### src/rtl/vga_pkg.sv
// ---------------------------------------------------------------------------
// vga_pkg
// Shared definitions for the VGA framebuffer path.
//   PIX_W         : width of one framebuffer word / pixel colour {r,g,b}
//   H_ACTIVE_DEF  : default visible pixels per line (shared with vga_hvsync_gen)
//   V_ACTIVE_DEF  : default visible lines (shared with vga_hvsync_gen)
//   swap_state_t  : buffer-swap FSM states
// ---------------------------------------------------------------------------
package vga_pkg;

  localparam int PIX_W        = 12;
  localparam int H_ACTIVE_DEF = 1280;
  localparam int V_ACTIVE_DEF = 1024;

  typedef enum logic {
    IDLE = 1'b0,
    PEND = 1'b1
  } swap_state_t;

endpackage

### src/rtl/vga_delay_line.sv
// ---------------------------------------------------------------------------
// vga_delay_line
// Fixed-depth register pipeline, cleared by reset.
//   clk_i   : clock
//   reset_i : synchronous active-low reset
//   din_i   : WIDTH-bit input
//   dout_o  : din_i delayed by DEPTH cycles
// ---------------------------------------------------------------------------
module vga_delay_line #(
  parameter int WIDTH = 3,
  parameter int DEPTH = 2
) (
  input  logic             clk_i,
  input  logic             reset_i,
  input  logic [WIDTH-1:0] din_i,
  output logic [WIDTH-1:0] dout_o
);

  logic [WIDTH-1:0] r_pipe [DEPTH];

  always_ff @(posedge clk_i) begin
    if (!reset_i) begin
      for (int i = 0; i < DEPTH; i++) r_pipe[i] <= '0;
    end else begin
      r_pipe[0] <= din_i;
      for (int i = 1; i < DEPTH; i++) r_pipe[i] <= r_pipe[i-1];
    end
  end

  assign dout_o = r_pipe[DEPTH-1];

endmodule

### src/rtl/vga_fb_scheduler.sv
// ---------------------------------------------------------------------------
// vga_fb_scheduler
// Arbitrates a single-port framebuffer RAM between the display fetch (fixed
// timing, absolute priority) and a host port, and manages double buffering.
// The front buffer is scanned out; the host only ever touches the back buffer.
//
// Ports
//   clk_i, reset_i                 : pixel clock, synchronous active-low reset
//   hsync_i, vsync_i, display_on_i : timing from vga_hvsync_gen
//   hpos_i, vpos_i                 : current pixel position; vpos_i is 11 bits
//                                    so that line V_ACTIVE (the swap line) is
//                                    representable
//   hsync_o, vsync_o, de_o         : timing delayed 2 cycles (fetch latency)
//   vga_r_o, vga_g_o, vga_b_o      : pixel colour, 0 outside de_o
//   host_*                         : host request / read response
//   swap_req_i, swap_busy_o,
//   swap_done_o                    : buffer swap request / pending / taken
//   mem_*                          : framebuffer RAM, 1-cycle read latency
//   dbg_state_o, dbg_fb_sel_o      : swap FSM state and front-buffer select
//
// Host handshake: a request transfers on any cycle where host_valid_i and
// host_ready_o are both high. host_ready_o is combinational and drops only on
// display fetch slots (and in reset); the host must hold its request until it
// transfers. An accepted read returns host_rvalid_o one cycle later.
// ---------------------------------------------------------------------------
module vga_fb_scheduler
  import vga_pkg::*;
#(
  parameter int H_ACTIVE = H_ACTIVE_DEF,
  parameter int V_ACTIVE = V_ACTIVE_DEF,
  parameter int SHIFT    = 3,
  parameter int AW       = 16
) (
  input  logic             clk_i,
  input  logic             reset_i,
  input  logic             hsync_i,
  input  logic             vsync_i,
  input  logic             display_on_i,
  input  logic [10:0]      hpos_i,
  input  logic [10:0]      vpos_i,
  output logic             hsync_o,
  output logic             vsync_o,
  output logic             de_o,
  output logic [3:0]       vga_r_o,
  output logic [3:0]       vga_g_o,
  output logic [3:0]       vga_b_o,
  input  logic             host_valid_i,
  output logic             host_ready_o,
  input  logic             host_we_i,
  input  logic [AW-2:0]    host_addr_i,
  input  logic [PIX_W-1:0] host_wdata_i,
  output logic             host_rvalid_o,
  output logic [PIX_W-1:0] host_rdata_o,
  input  logic             swap_req_i,
  output logic             swap_busy_o,
  output logic             swap_done_o,
  output logic             mem_en_o,
  output logic             mem_we_o,
  output logic [AW-1:0]    mem_addr_o,
  output logic [PIX_W-1:0] mem_wdata_o,
  input  logic [PIX_W-1:0] mem_rdata_i,
  output swap_state_t      dbg_state_o,
  output logic             dbg_fb_sel_o
);

  localparam int COLS     = H_ACTIVE >> SHIFT;
  localparam int ROWS     = V_ACTIVE >> SHIFT;
  localparam int FB_WORDS = COLS * ROWS;

  swap_state_t      r_state;
  swap_state_t      w_state_next;
  logic             r_fb_sel;
  logic             r_swap_done;
  logic             r_rvalid;
  logic             r_rd_zero;
  logic             r_disp_fetch;
  logic [PIX_W-1:0] r_pix;

  logic             w_disp_slot;
  logic             w_host_acc;
  logic             w_host_in_range;
  logic             w_host_mem;
  logic             w_swap_point;
  logic             w_swap_fire;
  logic [AW-1:0]    w_front_base;
  logic [AW-1:0]    w_back_base;
  logic [AW-1:0]    w_disp_addr;
  logic [AW-1:0]    w_host_addr;
  logic [2:0]       w_sync_dly;

  // ---------------- arbitration and address generation ----------------
  // One fetch per cell, on the first pixel of each cell during active video.
  assign w_disp_slot     = display_on_i && (hpos_i[SHIFT-1:0] == '0);
  assign host_ready_o    = reset_i && !w_disp_slot;
  assign w_host_acc      = host_valid_i && host_ready_o;
  // Out-of-range offsets are still accepted so the host never deadlocks;
  // they simply never reach the RAM.
  assign w_host_in_range = ({1'b0, host_addr_i} < AW'(FB_WORDS));
  assign w_host_mem      = w_host_acc && w_host_in_range;

  // Both bases follow the current fb_sel, so a host access on the swap
  // cycle still lands in the pre-swap back buffer.
  assign w_front_base = r_fb_sel ? AW'(FB_WORDS) : '0;
  assign w_back_base  = r_fb_sel ? '0 : AW'(FB_WORDS);
  assign w_disp_addr  = w_front_base + AW'(vpos_i >> SHIFT) * AW'(COLS)
                      + AW'(hpos_i >> SHIFT);
  assign w_host_addr  = w_back_base + {1'b0, host_addr_i};

  assign mem_en_o    = reset_i && (w_disp_slot || w_host_mem);
  assign mem_we_o    = w_host_mem && host_we_i;
  assign mem_addr_o  = w_disp_slot ? w_disp_addr : w_host_addr;
  assign mem_wdata_o = host_wdata_i;

  // ---------------- swap FSM ----------------
  assign w_swap_point = (vpos_i == 11'(V_ACTIVE)) && (hpos_i == '0);

  always_ff @(posedge clk_i) begin
    if (!reset_i) r_state <= IDLE;
    else          r_state <= w_state_next;
  end

  always_comb begin
    w_state_next = r_state;
    case (r_state)
      IDLE:    if (swap_req_i)   w_state_next = PEND;
      PEND:    if (w_swap_point) w_state_next = IDLE;
      default: w_state_next = IDLE;
    endcase
  end

  always_comb begin
    swap_busy_o = (r_state == PEND);
    w_swap_fire = (r_state == PEND) && w_swap_point;
  end

  // ---------------- registered state ----------------
  always_ff @(posedge clk_i) begin
    if (!reset_i) begin
      r_fb_sel     <= 1'b0;
      r_swap_done  <= 1'b0;
      r_rvalid     <= 1'b0;
      r_rd_zero    <= 1'b0;
      r_disp_fetch <= 1'b0;
      r_pix        <= '0;
    end else begin
      if (w_swap_fire) r_fb_sel <= !r_fb_sel;
      r_swap_done  <= w_swap_fire;
      r_rvalid     <= w_host_acc && !host_we_i;
      r_rd_zero    <= !w_host_in_range;
      r_disp_fetch <= w_disp_slot;
      // RAM data for a fetch arrives one cycle after the slot.
      if (r_disp_fetch) r_pix <= mem_rdata_i;
    end
  end

  assign swap_done_o   = r_swap_done;
  assign host_rvalid_o = r_rvalid;
  assign host_rdata_o  = (r_rvalid && !r_rd_zero) ? mem_rdata_i : '0;
  assign dbg_state_o   = r_state;
  assign dbg_fb_sel_o  = r_fb_sel;

  // ---------------- output timing ----------------
  // Fetch (t) -> RAM data (t+1) -> pixel register (t+2); sync follows suit.
  vga_delay_line #(
    .WIDTH(3),
    .DEPTH(2)
  ) u_sync_dly (
    .clk_i  (clk_i),
    .reset_i(reset_i),
    .din_i  ({hsync_i, vsync_i, display_on_i}),
    .dout_o (w_sync_dly)
  );

  assign {hsync_o, vsync_o, de_o} = w_sync_dly;

  assign vga_r_o = de_o ? r_pix[11:8] : 4'h0;
  assign vga_g_o = de_o ? r_pix[7:4]  : 4'h0;
  assign vga_b_o = de_o ? r_pix[3:0]  : 4'h0;

endmodule
### config.mk
export PLATFORM = sky130hd
export DESIGN_NAME = vga_fb_scheduler
export DESIGN_NICKNAME = d
export VERILOG_FILES = /design/src/rtl/vga_pkg.sv /design/src/rtl/vga_delay_line.sv /design/src/rtl/vga_fb_scheduler.sv
export SDC_FILE = /design/constraint.sdc
export NUM_CORES = 1
export LEC_CHECK = 0
export CORE_UTILIZATION = 39
export DETAILED_ROUTE_END_ITERATION = 8
export PLACE_DENSITY = 0.88
export SLEW_MARGIN = 15
export SYNTH_ARGS = -nofsm -noshare
export SYNTH_HDL_FRONTEND = slang
export SYNTH_SLANG_ARGS = --single-unit
### constraint.sdc
create_clock -name clk_i -period 9.2 [get_ports clk_i]
set_clock_uncertainty 0.05 [all_clocks]
set_input_delay 1.84 -clock clk_i [delete_from_list [all_inputs] [get_ports clk_i]]
set_output_delay 1.84 -clock clk_i [all_outputs]
set_load 0.005 [all_outputs]
==> results by group <==
Run status
  – Status: complete, no violations

STA
  – Max Slew Vio Count: 0
  – Final setup violation count: 0
  – Achievable frequency: 138 MHz
  – RSZ-0062 raised after global routing: false
  – Worst slew pin tran: 0.748 ns
  – Max transition margin: 0.500
  – Post-route clock period utilization: 0.788
  – Hold WS: 0.385 ns
  – TNS Setup: 0 ns
  – Final hold vios: 0
  – Final min period: 7.25 ns

Clock network
  – CTS resizes: 0
  – CTS tree: built
  – Reg clk slew, reported paths: 0.08 ns
  – Longest Clk Path Bufs: 2
  – Num CTS Buffers: 3
  – Clk Latency, worst-skew pair: 0.26 ns
  – CTS Hold Bufs: 0
  – H-tree levels: 1
  – # Post-CTS Setup Buffers: 0
  – CTS Sinks: 24
  – CTS Root Cell: clkbuf_8

Final layout
  – Fraction of layout cells with a size suffix above 1: 0.0272
  – Commonest non-fill, non-tap cells in the layout: clkdlybuf4s50_1 (107), nand2_1 (35), and2_1 (33)
  – Commonest non-fill, non-tap cell in the layout: clkdlybuf4s50_1
  – Final nets: 423
  – Fill count: 421
  – Area growth from synthesis to layout: 57.6%
  – ANT cells: 0

Place
  – Final Wtd Congestion: 0.835
  – HPWL Detailed: 4130 um
  – IO buf count: 107

Global routing
  – Initial antenna violation count: 0
  – Largest net degree at the start of global routing: 25
  – First-pass GRT wire length: 7820 um
  – Vias in the first global route: 1795
  – All-Layer GR Usage: 0.189
  – Gr ovfl total: 0

Power and ir drop
  – PD cells: 100 mW/mm2
  – Net Switching: 75.4 uW
  – Total power: 302 uW
  – Clock Power Share: 0.291
  – Worst ir drop on vdd: 0.0477 mV
  – Switching part of the total: 0.250
  – Reg power frac: 0.359
  – P_int: 226 uW
  – Lkg Pwr: 1.22 nW
  – Combinational Power Share: 0.350

Routing
  – Drt total wl: 4780 um
  – Pre-Repair DR Iteration Count: 4
  – Vias: 1931
  – DRC: 0
  – DR WL/cell: 12.0 um
  – Antenna-violating nets left: 0
  – Starting DRT DRC Count: 65
  – Routed vias/inst: 4.85

Floorplan
  – I/O pin count: 132
  – Die area: 0.00519 mm2
  – CORE AREA: 0.00472 mm2
  – Std cell rows: 25
  – Die X: 72.1 um
  – Starting Density: 0.405
  – Die height: 72.1 um

Logic synthesis
  – #FFs+latches synth: 24
  – Main synth FF type: dfxtp_1
  – Sequential area share after synthesis: 0.251
  – Syn_nets: 331
  – Syn Inst Count: 240
  – Yosys warning count: 0
  – Synth Area per Inst: 7.98 um2
  – Syn Std Cell Area: 0.00191 mm2
  – Number of flops mapped to enable cells by yosys: 0
  – Distinct cell type count after synthesis: 36
  – Ys async rst share: 0

Critical path
  – CP max-delay cell: clkdlybuf4s50_1
  – Logic depth of the worst path, buffers included: 12
  – Worst-path fanout max: 4
  – Flop2flop setup slack: 7.76 ns
  – Crit path capture type: primary output
  – CP required: 7.31 ns
  – Crit path to: mem_addr_o[15]
  – Reg2reg path depth: 5
  – Crit path launch type: input pin
  – Crit path from: vpos_i[4]
  – Crit Reg-Reg Endpoint: dbg_fb_sel_o
  – Largest delay share family, worst path: adder cells
  – Crit-path cells: clkdlybuf4s50_1, ha_1, ha_1, fa_1, a21o_2, a21oi_1, xnor2_1, ha_1, a31o_2, a31o_1, a211oi_2, clkdlybuf4s50_1
  – Crit Path Category: input pin to primary output
  – Most frequent cell on the critical path: ha_1
  – CP bufs+invs: 2
  – CP peak stage delay: 0.52 ns
  – Worst Path Arrival: 5.36 ns
  – Crit Reg-Reg Startpoint: dbg_state_o

Hold path
  – Worst Hold Class: register to register

Job
  – Max cap viols: 0
per-stage QoR:
| step | setup slack, ns | cells | area [um2] | utilization |
|---|---|---|---|---|
| after floorplan | 3.13 | 240 | 1910 | - |
| after CTS | 1.95 | 398 | 3020 | 0.639 |
| final | 1.95 | 398 | 3020 | 0.639 |
| after global placement | 2.02 | 394 | 2950 | 0.624 |
| after global routing | 1.78 | 398 | 3020 | 0.639 |
| after detailed placement | 1.95 | 394 | 2950 | 0.624 |
area by class of cell:
| class | count | area (um2) | share of cell area |
|---|---|---|---|
| Clock buffer | 3 | 41.3 | 0.0137 |
| Clock inverter | 1 | 30.0 | 0.00995 |
| Inverter | 7 | 26.3 | 0.00871 |
| Multi-Input combinational cell | 189 | 1280 | 0.426 |
| Sequential cell | 24 | 480 | 0.159 |
| Tap cell | 67 | 83.8 | 0.0278 |
| Timing Repair Buffer | 107 | 1070 | 0.355 |
registers in the layout, indices dropped and copies added, names as in the netlist:
signal and count:
u_sync_dly.r_pipe 6, swap_done_o 1, dbg_state_o 1, dbg_fb_sel_o 1, r_rd_zero 1, r_disp_fetch 1, host_rvalid_o 1, r_pix 12
cells by family (layout without fill, tap and decap cells):
kind of cell,after synthesis,count (layout),share of synthesized area
AO/OA/AOI/OAI,33,33,0.114
XOR/XNOR,11,11,0.0503
adder cells (fa/ha/maj),22,22,0.152
buffers and inverters,27,118,0.0784
flip-flops,24,24,0.251
multiplexers,13,13,0.0680
AND/OR/NAND/NOR,110,110,0.287
per-layer routing:
layer,part of all wire,up-vias,global-route usage
li1,-,982,-
met1,0.40,864,0.210
met2,0.52,81,0.362
met3,0.074,4,0.0278
met4,0.0084,0,0.0632
met5,0,-,0
power groups by stage:
stage	Clock (mW)	Combinational [mW]	Sequential, mW
global route	0.0936	0.117	0.109
floorplan	0	0.0565	0.110
finish	0.0877	0.106	0.108
global placement	0	0.103	0.111
detailed placement	0	0.105	0.111
CTS	0.0898	0.106	0.108
synth_stat cells (all sizes together), types with 3 or more instances:
master	instances	area [um2]
nor2	22	82.6
xor2	6	52.6
xnor2	5	43.8
o21ai	12	60.1
a21oi	6	30.0
nand2	35	131
nor3	3	15.0
buf	14	101
and2	34	215
nor4	3	18.8
ha	20	250
inv	7	26.3
mux2i	13	130
clkbuf	6	22.5
dfxtp	24	480
nor2b	4	25.0
how the worst min path moves through the flow:
stage	startpoint	end	slack (ns)	cells after the start
3_5_place_dp	u_sync_dly.r_pipe[0][0]	u_sync_dly.r_pipe[0][3]	0.37	1
2_1_floorplan	u_sync_dly.r_pipe[0][0]	u_sync_dly.r_pipe[0][3]	0.36	1
3_3_place_gp	u_sync_dly.r_pipe[0][0]	u_sync_dly.r_pipe[0][3]	0.37	1
6_report	u_sync_dly.r_pipe[0][2]	u_sync_dly.r_pipe[0][5]	0.38	1
5_1_grt	u_sync_dly.r_pipe[0][2]	u_sync_dly.r_pipe[0][5]	0.42	1
4_1_cts	u_sync_dly.r_pipe[0][0]	u_sync_dly.r_pipe[0][3]	0.39	1
No activity file was read; power rests on OpenSTA's default activity.
